[config.mk]
export PLATFORM = sky130hd
export DESIGN_NAME = branch_cond_unit_flat
export DESIGN_NICKNAME = d
export VERILOG_FILES = /design/src/rtl/branch_pkg.sv /design/src/rtl/branch_cond_unit_if.sv /design/src/rtl/branch_cond_eval.sv /design/src/rtl/branch_cond_unit.sv /design/src/flat_wrapper.sv
export SDC_FILE = /design/constraint.sdc
export NUM_CORES = 1
export LEC_CHECK = 0
export ABC_AREA = 0
export CORE_AREA = 3 3 40 42
export DETAILED_ROUTE_END_ITERATION = 12
export DIE_AREA = 0 0 43 45
export GPL_TIMING_DRIVEN = 0
export PLACE_DENSITY_LB_ADDON = 0.1
export SLEW_MARGIN = 20
export SYNTH_ARGS = -nofsm -noshare
export SYNTH_HDL_FRONTEND = slang
export SYNTH_SLANG_ARGS = --single-unit
[constraint.sdc]
create_clock -name clk -period 1.9 [get_ports clk]
set_clock_uncertainty 0.15 [all_clocks]
set_input_delay 0.285 -clock clk [delete_from_list [all_inputs] [get_ports clk]]
set_output_delay 0.285 -clock clk [all_outputs]
set_load 0.05 [all_outputs]
[src/rtl/branch_pkg.sv]
// Shared definitions for the branch condition unit: funct3 encodings,
// counter width and the registered decision record.
package branch_pkg;

  localparam int CNT_W = 8;

  typedef enum logic [2:0] {
    F_BEQ  = 3'b000,
    F_BNE  = 3'b001,
    F_BLT  = 3'b100,
    F_BGE  = 3'b101,
    F_BLTU = 3'b110,
    F_BGEU = 3'b111
  } funct3_e;

  typedef struct packed {
    logic taken;
    logic illegal;
  } decision_t;

endpackage

[src/rtl/branch_cond_unit_if.sv]
// Handshake bundle between the add/sub stage, the branch condition unit
// and the decision consumer.
interface branch_cond_unit_if;
  import branch_pkg::*;

  logic             in_valid;
  logic             in_ready;
  logic [2:0]       funct3;
  logic             sub;
  logic             N;
  logic             Z;
  logic             C;
  logic             V;
  logic             out_valid;
  logic             out_ready;
  logic             taken;
  logic             illegal;
  logic [CNT_W-1:0] taken_cnt;

  modport master (
    output in_valid, funct3, sub, N, Z, C, V, out_ready,
    input  in_ready, out_valid, taken, illegal, taken_cnt
  );

  modport slave (
    input  in_valid, funct3, sub, N, Z, C, V, out_ready,
    output in_ready, out_valid, taken, illegal, taken_cnt
  );

endinterface

[src/rtl/branch_cond_eval.sv]
// Combinational branch condition evaluation from the a-b adder flags.
// C=1 means no borrow, so unsigned a>=b is simply C.
module branch_cond_eval
  import branch_pkg::*;
(
  input  logic [2:0] funct3,
  input  logic       sub,
  input  logic       N,
  input  logic       Z,
  input  logic       C,
  input  logic       V,
  output logic       taken,
  output logic       illegal
);

  logic cond;

  always_comb begin
    // NOTE: every output gets a default first so no path leaves a latch.
    cond    = 1'b0;
    illegal = 1'b0;
    case (funct3)
      F_BEQ:   cond = Z;
      F_BNE:   cond = !Z;
      F_BLT:   cond = N ^ V;
      F_BGE:   cond = !(N ^ V);
      F_BLTU:  cond = !C;
      F_BGEU:  cond = C;
      default: illegal = 1'b1;
    endcase
    // A decision is only meaningful when the adder actually subtracted.
    if (!sub) illegal = 1'b1;
    taken = cond && !illegal;
  end

endmodule

[src/rtl/branch_cond_unit.sv]
// Branch condition unit: one-deep registered decision with valid/ready
// handshake. Define BRANCH_STATS_EN to build the saturating taken counter.
module branch_cond_unit
  import branch_pkg::*;
(
  input  logic               clk,
  input  logic               rstn,
  branch_cond_unit_if.slave  bus
);

  logic      eval_taken;
  logic      eval_illegal;
  logic      valid_q;
  decision_t dec_q;
  logic      accept;
  logic      deliver;

  branch_cond_eval u_eval (
    .funct3  (bus.funct3),
    .sub     (bus.sub),
    .N       (bus.N),
    .Z       (bus.Z),
    .C       (bus.C),
    .V       (bus.V),
    .taken   (eval_taken),
    .illegal (eval_illegal)
  );

  assign bus.in_ready = !rstn && (!valid_q || bus.out_ready);
  assign accept       = bus.in_valid && bus.in_ready;
  assign deliver      = valid_q && bus.out_ready;

  always_ff @(posedge clk) begin
    // NOTE: state uses non-blocking assignments so every flop samples pre-edge values.
    if (rstn) begin
      valid_q <= 1'b0;
      dec_q   <= '0;
    end else if (accept) begin
      valid_q <= 1'b1;
      dec_q   <= '{taken: eval_taken, illegal: eval_illegal};
    end else if (deliver) begin
      valid_q <= 1'b0;
    end
  end

  assign bus.out_valid = valid_q;
  assign bus.taken     = dec_q.taken;
  assign bus.illegal   = dec_q.illegal;

`ifdef BRANCH_STATS_EN
  logic [CNT_W-1:0] cnt_q;

  always_ff @(posedge clk) begin
    if (rstn) begin
      cnt_q <= '0;
    end else if (deliver && dec_q.taken && !dec_q.illegal && (cnt_q != '1)) begin
      cnt_q <= cnt_q + 1'b1;
    end
  end

  assign bus.taken_cnt = cnt_q;
`else
  assign bus.taken_cnt = '0;
`endif

endmodule

[src/flat_wrapper.sv]
// flat-port wrapper written by rule: the top's interface ports become plain ports
module branch_cond_unit_flat import branch_pkg::*;
  (clk, rstn, bus_in_valid, bus_funct3, bus_sub, bus_N, bus_Z, bus_C, bus_V, bus_out_ready, bus_in_ready, bus_out_valid, bus_taken, bus_illegal, bus_taken_cnt);
  branch_cond_unit_if bus_i ();
  input  logic clk;
  input  logic rstn;
  input wire logic [$bits(bus_i.in_valid)-1:0] bus_in_valid;
  input wire logic [$bits(bus_i.funct3)-1:0] bus_funct3;
  input wire logic [$bits(bus_i.sub)-1:0] bus_sub;
  input wire logic [$bits(bus_i.N)-1:0] bus_N;
  input wire logic [$bits(bus_i.Z)-1:0] bus_Z;
  input wire logic [$bits(bus_i.C)-1:0] bus_C;
  input wire logic [$bits(bus_i.V)-1:0] bus_V;
  input wire logic [$bits(bus_i.out_ready)-1:0] bus_out_ready;
  output wire logic [$bits(bus_i.in_ready)-1:0] bus_in_ready;
  output wire logic [$bits(bus_i.out_valid)-1:0] bus_out_valid;
  output wire logic [$bits(bus_i.taken)-1:0] bus_taken;
  output wire logic [$bits(bus_i.illegal)-1:0] bus_illegal;
  output wire logic [$bits(bus_i.taken_cnt)-1:0] bus_taken_cnt;
  assign bus_i.in_valid = bus_in_valid;
  assign bus_i.funct3 = bus_funct3;
  assign bus_i.sub = bus_sub;
  assign bus_i.N = bus_N;
  assign bus_i.Z = bus_Z;
  assign bus_i.C = bus_C;
  assign bus_i.V = bus_V;
  assign bus_i.out_ready = bus_out_ready;
  assign bus_in_ready = bus_i.in_ready;
  assign bus_out_valid = bus_i.out_valid;
  assign bus_taken = bus_i.taken;
  assign bus_illegal = bus_i.illegal;
  assign bus_taken_cnt = bus_i.taken_cnt;
  branch_cond_unit u_core (.clk(clk), .rstn(rstn), .bus(bus_i));
endmodule
# == Yosys cells after proc, flatten, opt, wreduce, memory -nomap -nowiden ==
# Cells that the tools add are included.
# word_totals
reg_bits,3
in_bits,12
elab_cells,28
# op_classes
n_reduce_logical,14
n_eq_ne,5
muxes,5
bitwise,1
# ops
operator,n
"equality test 3 bit, second input constant",4
zero test 1 bit,6
one-hot mux 1 bit (6 select lines),1
OR reduction 6 bit,1
logical AND 1 bit,4
2-to-1 mux 1 bit,4
"equality test 3 x 1 -> 1 bit, second input constant",1
zero test 3 bit,1
nonzero test 2 bit,1
logical OR 1 bit,1
bitwise XOR 1 bit,1

# == Longest topological paths before layout ==
# Gate-level depths: netlist of run 1.
# depth
word_depth,6
mapped_depth,4

# == Modules after synthesis ==
# Synthesis of run 1 repeated with hierarchy kept, for this count alone.
# hier_totals
hier_cells,36
area_unflattened_um2,304.0
# by_module_without_submodules
module,seq_area_each_um2,area_per_inst_um2,n_inst,cells_each
branch_cond_unit,60.1,207.7,1,23
branch_cond_eval,0.0,96.3,1,13

# == Least setup slack after synthesis of run 1 ==
# OpenSTA, ideal clock, no wires.
# synth_path
path_type,register to output
from,"register u_core.valid_q, in the netlist u_core.bus.out_valid"
to,output bus_in_ready
arrival_ps,1310
path_stages_with_launch,3
path_buffers,0
path_slack_ps,155
cell_sequence,dfxtp_1 > nor2b_4 > nor2_1
# synth_between
elab_chain_cells,3
# synth_lines
element,line,text
start: declaration,branch_cond_unit.sv:13,logic valid_q;
start signal: assignment,branch_cond_unit.sv:36,valid_q <= 1'b0;
start signal: assignment,branch_cond_unit.sv:39,valid_q <= 1'b1;
start signal: assignment,branch_cond_unit.sv:42,valid_q <= 1'b0;
zero test 1 bit,branch_cond_unit.sv:29,assign bus.in_ready = !rstn && (!valid_q || bus.out_ready);
logical OR 1 bit,branch_cond_unit.sv:29,
logical AND 1 bit,branch_cond_unit.sv:29,
end: declaration,flat_wrapper.sv:15,output wire logic [$bits(bus_i.in_ready)-1:0] bus_in_ready;
# Every way passes these cells.

# == Worst setup path in the final report of run 1 ==
# layout_path
from,register u_core.dec_q (netlist bit u_core.bus.taken)
to,output bus_taken
# layout_lines
element,line,text
start: declaration,branch_cond_unit.sv:14,decision_t dec_q;
start signal: assignment,branch_cond_unit.sv:40,"dec_q <= '{taken: eval_taken, illegal: eval_illegal};"
end: declaration,flat_wrapper.sv:17,output wire logic [$bits(bus_i.taken)-1:0] bus_taken;
# No word-level cell between the ends.

==> results of run 1 <==
[cell type report]
cell class | instances | area, um^2 | share of cell area, %
multi-input combinational | 26 | 165 | 34.5
buffer | 8 | 60.1 | 12.5
tap | 15 | 18.8 | 3.92
inverter | 1 | 3.75 | 0.783
timing repair buffer | 15 | 145 | 30.3
clock buffer | 4 | 26.3 | 5.48
sequential | 3 | 60.1 | 12.5
[power by group]
group	switching (mW)	total [mW]	internal (mW)
Combinational	0.0753	0.131	0.0553
Sequential	0.00194	0.0696	0.0677
Clock	0.0319	0.111	0.0786
[Yosys cell counts]
library cell,n,area share [%]
a31oi_1,1,2.4
buf_4,8,23
conb_1,1,1.4
dfxtp_1,3,23
inv_1,1,1.4
mux2_4,1,5.7
nand2_1,1,1.4
nand3b_1,1,2.9
nor2_1,4,5.7
nor2b_1,1,2.4
nor2b_4,1,5.2
o21ai_0,1,1.9
o2bb2ai_1,1,3.3
o31ai_1,1,2.9
or3b_4,1,4.3
xnor2_1,2,6.7
xor2_1,2,6.7
[tightest hold or removal path, delay by kind of cell, from the launching register on]
kind | cells | cell delay (ns)
AOI/OAI and AO/OA | 1 | 0.06
DFF | 1 | 0.30
and+or+nand+nor | 1 | 0.08
[through the flow]
step                util, %  instance area [um^2]  setup TNS, ns  hold slack, ns
floorplan                 -                   289              0           0.207
global placement       35.6                   458         -0.263           0.332
detailed placement     35.6                   458         -0.275           0.335
CTS                    37.6                   483              0           0.343
global route           37.3                   479              0           0.369
finish                 37.3                   479              0           0.340
[how the worst max path moves through the flow]
stage	startpoint	end	slack, ns
floorplan	u_core.bus.out_valid	bus_in_ready	0.15
global placement	bus_out_ready	bus_in_ready	-0.26
detailed placement	bus_out_ready	bus_in_ready	-0.27
CTS	bus_out_ready	bus_in_ready	0.002
global route	u_core.bus.taken	bus_taken	0.06
finish	u_core.bus.taken	bus_taken	0.12
[registers in the layout (all words and copies together), names as in the netlist]
name                  count
u_core.bus.out_valid      1
u_core.bus.taken          1
u_core.bus.illegal        1
[layer usage]
metal | vias to the layer above | routed length (um)
met5 | - | 0
met1 | 97 | 199
met2 | 14 | 246
met3 | 0 | 59
li1 | 137 | -
met4 | 0 | 0
[kinds of logic after synthesis]
logic type      Yosys count  share of synthesized area [%]
other cells               1                           1.43
simple gates              9                           21.9
buf+inv                   9                           24.3
xor+xnor                  4                           13.3
compound gates            4                           10.5
mux                       1                           5.71
flops                     3                           22.9
==> impl_metrics.ini, run 1 <==
[critical_path]
reg2regPathDepth = 3
critical_path_class = register to output port
cp_max_fo = 2
critPathTopFamily = buffers and inverters
slowest_delay_ns = 0.80
crit_required_ns = 1.46
start_kind = register
r2r_end = u_core.bus.illegal
path_depth = 1
cp_slowest_cell = clkdlybuf4s50_1
cp_cell_sequence = clkdlybuf4s50_1
cp-end-kind = output port
critPathArrivalTime_ns = 1.35
r2r-start = u_core.bus.out_valid
critPathBufInv = 1
worst-r2r-setup-slack_ns = 0.53

[logic_synthesis]
avgSynthCellArea_um2 = 8.48
synth_cell_types = 17
netlist_instances = 31
syn_area_um2 = 263
yosys_register_bits = 3
yosysWarningCount = 0
seq_area_frac_synth_pct = 22.9

[routing]
first_pass_iters = 3
vias = 248
routedWlPerCell_um = 7.03
vias_per_cell = 3.44
drt-initial-drc-count = 2
drc = 0
ant_nets = 0
wirelength_um = 506

[clock_tree]
cts_setup_buffers = 0
clock_latency_ns = 0.23
cts_buffers = 3
cts.hold.buffers_added = 0
clkSinkCount = 3
clockBufferDepth = 2
clk_pin_slew_worst_paths_ns = 0.03
cts_tree = yes
cts-root-buf = clkbuf_4
cts.htree.levels = 1
ctsResizeCount = 1

[floorplan]
ios = 24
die_w_um = 43
initial_core_util_pct = 20.4
die_h_um = 45
row_count = 13
core_area_um2 = 1280
die_area_um2 = 1940

[global_route]
grt_busiest_layer = met4
track_usage_pct = 5.91
antenna_found_initial = 0
grt_use_met2_pct = 7.19
grt_max_degree = 6
grt_pass1_vias = 205
gr-total-overflow = 0
met3_usage_pct = 1.20
grt_pass1_wl_um = 793
met1_usage_pct = 6.97

[placement]
pre_cts_slack_ns = -0.275
dp_hpwl_um = 447
port_buffers = 15
dp_cells = 68
globalplace.congestion = 0.557

[pwr]
total_power_mw = 0.311
power.density_nw_per_um2 = 648
leakage_nw = 0.222
ir_worst_vdd_mv = 0.155

[finish]
drive_gt1_share_pct = 26.3
nFillCells = 147
area_growth_pct = 82.4
final_common_cell = clkdlybuf4s50_1
diodes = 0
fin_cells = 72
mostFrequentLayoutCells = clkdlybuf4s50_1 (14), buf_4 (8), conb_1 (8), nor2_1 (4)
num-nets-final = 70

[hold_path]
hold_start = u_core.bus.taken
worstHoldPathCells = 2
min_to = u_core.bus.taken
hp-class = register to register

[sta]
setup_viol = 0
period_share_pct = 93.9
slew_viol_final = 0
fmax_mhz = 561
post-route-min-period_ns = 1.78
setup_ws_ns = 0.117
rsz0062_at_grt = false
finalHoldViolations = 0

[job]
maxCapViolations = 0

[run_status]
outcome = finished clean
Power figures use the tool's default switching activity.
==> run 2, diff against run 1 <==
--- a/config.mk
+++ b/config.mk
@@ -6,9 +6,9 @@
 export NUM_CORES = 1
 export LEC_CHECK = 0
 export ABC_AREA = 0
-export CORE_AREA = 3 3 40 42
+export CORE_AREA = 2 2 39 41
 export DETAILED_ROUTE_END_ITERATION = 12
-export DIE_AREA = 0 0 43 45
+export DIE_AREA = 0 0 41 43
 export GPL_TIMING_DRIVEN = 0
 export PLACE_DENSITY_LB_ADDON = 0.1
 export SLEW_MARGIN = 20
==> impl_metrics.ini, run 2 (synthesized netlist as in run 1, its figures left out) <==
[routing]
met1Wirelength_um = 166
vias = 249
ant_nets = 0
drc = 0
first_pass_iters = 3
wl_met3_um = 57
wirelength_um = 446
drt-initial-drc-count = 2
met2_wirelength_um = 222
vias_per_cell = 3.41
routedWlPerCell_um = 6.11
routed.top_layer = met3

[critical_path]
cp_max_fo = 3
cp-end-kind = output port
critPathArrivalTime_ns = 1.41
crit_required_ns = 1.46
critical_path_class = input port to output port
cp_cell_sequence = clkdlybuf4s50_1 -> nor2b_4 -> nor2_1 -> clkdlybuf4s15_1
slowest_delay_ns = 0.50
critPathTopFamily = buffers and inverters
start_kind = input port
cp_slowest_cell = clkdlybuf4s50_1
critPathBufInv = 2

[finish]
final_common_cell = clkdlybuf4s50_1
num-nets-final = 70
ff_latch_area_um2 = 60.1
postLayoutCellArea_um2 = 485
diodes = 0
drive_gt1_share_pct = 24.6
multiInputGateArea_um2 = 165
mostFrequentLayoutCells = clkdlybuf4s50_1 (14), buf_4 (8), conb_1 (8), nor2_1 (4)
area_growth_pct = 84.8
nFillCells = 153

[placement]
pre_cts_slack_ns = -0.257
port_buffers = 15
place_area_um2 = 459
globalplace.congestion = 0.558

[hold_path]
hp-class = register to register

[floorplan]
core_area_um2 = 1380
initial_core_util_pct = 19.0
ios = 24
die_h_um = 43
die_area_um2 = 1760
die_w_um = 41
row_count = 14

[sta]
slew_viol_final = 0
setup_viol = 0
hold-worst-slack_ns = 0.338
fmax_mhz = 541
rsz0062_at_grt = false
post-route-min-period_ns = 1.85
setup_tns_ns = 0
setup_ws_ns = 0.0505
finalHoldViolations = 0
period_share_pct = 97.3

[clock_tree]
clockBufferDepth = 2
cts.hold.buffers_added = 0
cts_buffers = 3
clock_latency_ns = 0.23
cts.htree.levels = 1
cts_tree = yes
cts_setup_buffers = 0
clkSinkCount = 3
clk_pin_slew_worst_paths_ns = 0.04
cts-root-buf = clkbuf_4

[global_route]
track_usage_pct = 5.21
grt_max_degree = 6
antenna_found_initial = 0
grt_pass1_wl_um = 614
grt_pass1_vias = 187
gr-total-overflow = 0

[run_status]
outcome = finished clean

[pwr]
power.density_nw_per_um2 = 639
leakage_nw = 0.222
ir_worst_vdd_mv = 0.203

[job]
maxCapViolations = 0
## run 2: cell type report
cell class | instances | area share [%]
buffer | 8 | 12.4
timing repair buffer | 15 | 30.9
clock buffer | 4 | 5.41
inverter | 1 | 0.773
tap | 16 | 4.12
sequential | 3 | 12.4
multi-input combinational | 26 | 34.0
## run 2: timing repair
| action | 4_1_cts | 5_1_grt |
|---|---|---|
| gates cloned | 0 | 0 |
| setup endpoints to repair | 1 | 1 |
| resized for setup | 1 | 1 |
## run 2: stage by stage
| step | cells | power, mW | util (%) |
|---|---|---|---|
| final | 73 | 0.310 | 35.1 |
| after global routing | 73 | 0.325 | 35.1 |
| after CTS | 73 | 0.314 | 35.0 |
| after detailed placement | 69 | 0.202 | 33.2 |
| after global placement | 69 | 0.203 | 33.2 |
| after floorplan | 38 | 0.162 | - |
## run 2: where the power goes
group          total [mW]  internal, mW  switching, mW
Sequential         0.0694        0.0676        0.00181
Clock               0.110        0.0786         0.0313
Combinational       0.131        0.0560         0.0748
Total               0.310         0.202          0.108
## run 2: worst reg2reg max path: stages (launching register included)
cell and delay [ns]:
dfxtp_1 0.30, nor2b_4 0.12, or3b_4 0.38, mux2_4 0.30
## run 2: worst paths after layout
path                             start                  to  slack (ns)  cells after the start
hold / removal        u_core.bus.taken    u_core.bus.taken        0.34                      2
hold reg to reg       u_core.bus.taken    u_core.bus.taken        0.34                      2
setup reg to reg  u_core.bus.out_valid  u_core.bus.illegal        0.53                      3
setup / recovery         bus_out_ready        bus_in_ready        0.05                      4
## run 2: routing by layer
metal  track usage, %  up-vias
li1                 -      136
met1             5.75      101
met2             7.50       12
met3            0.524        0
met4             6.00        0
met5                0        -
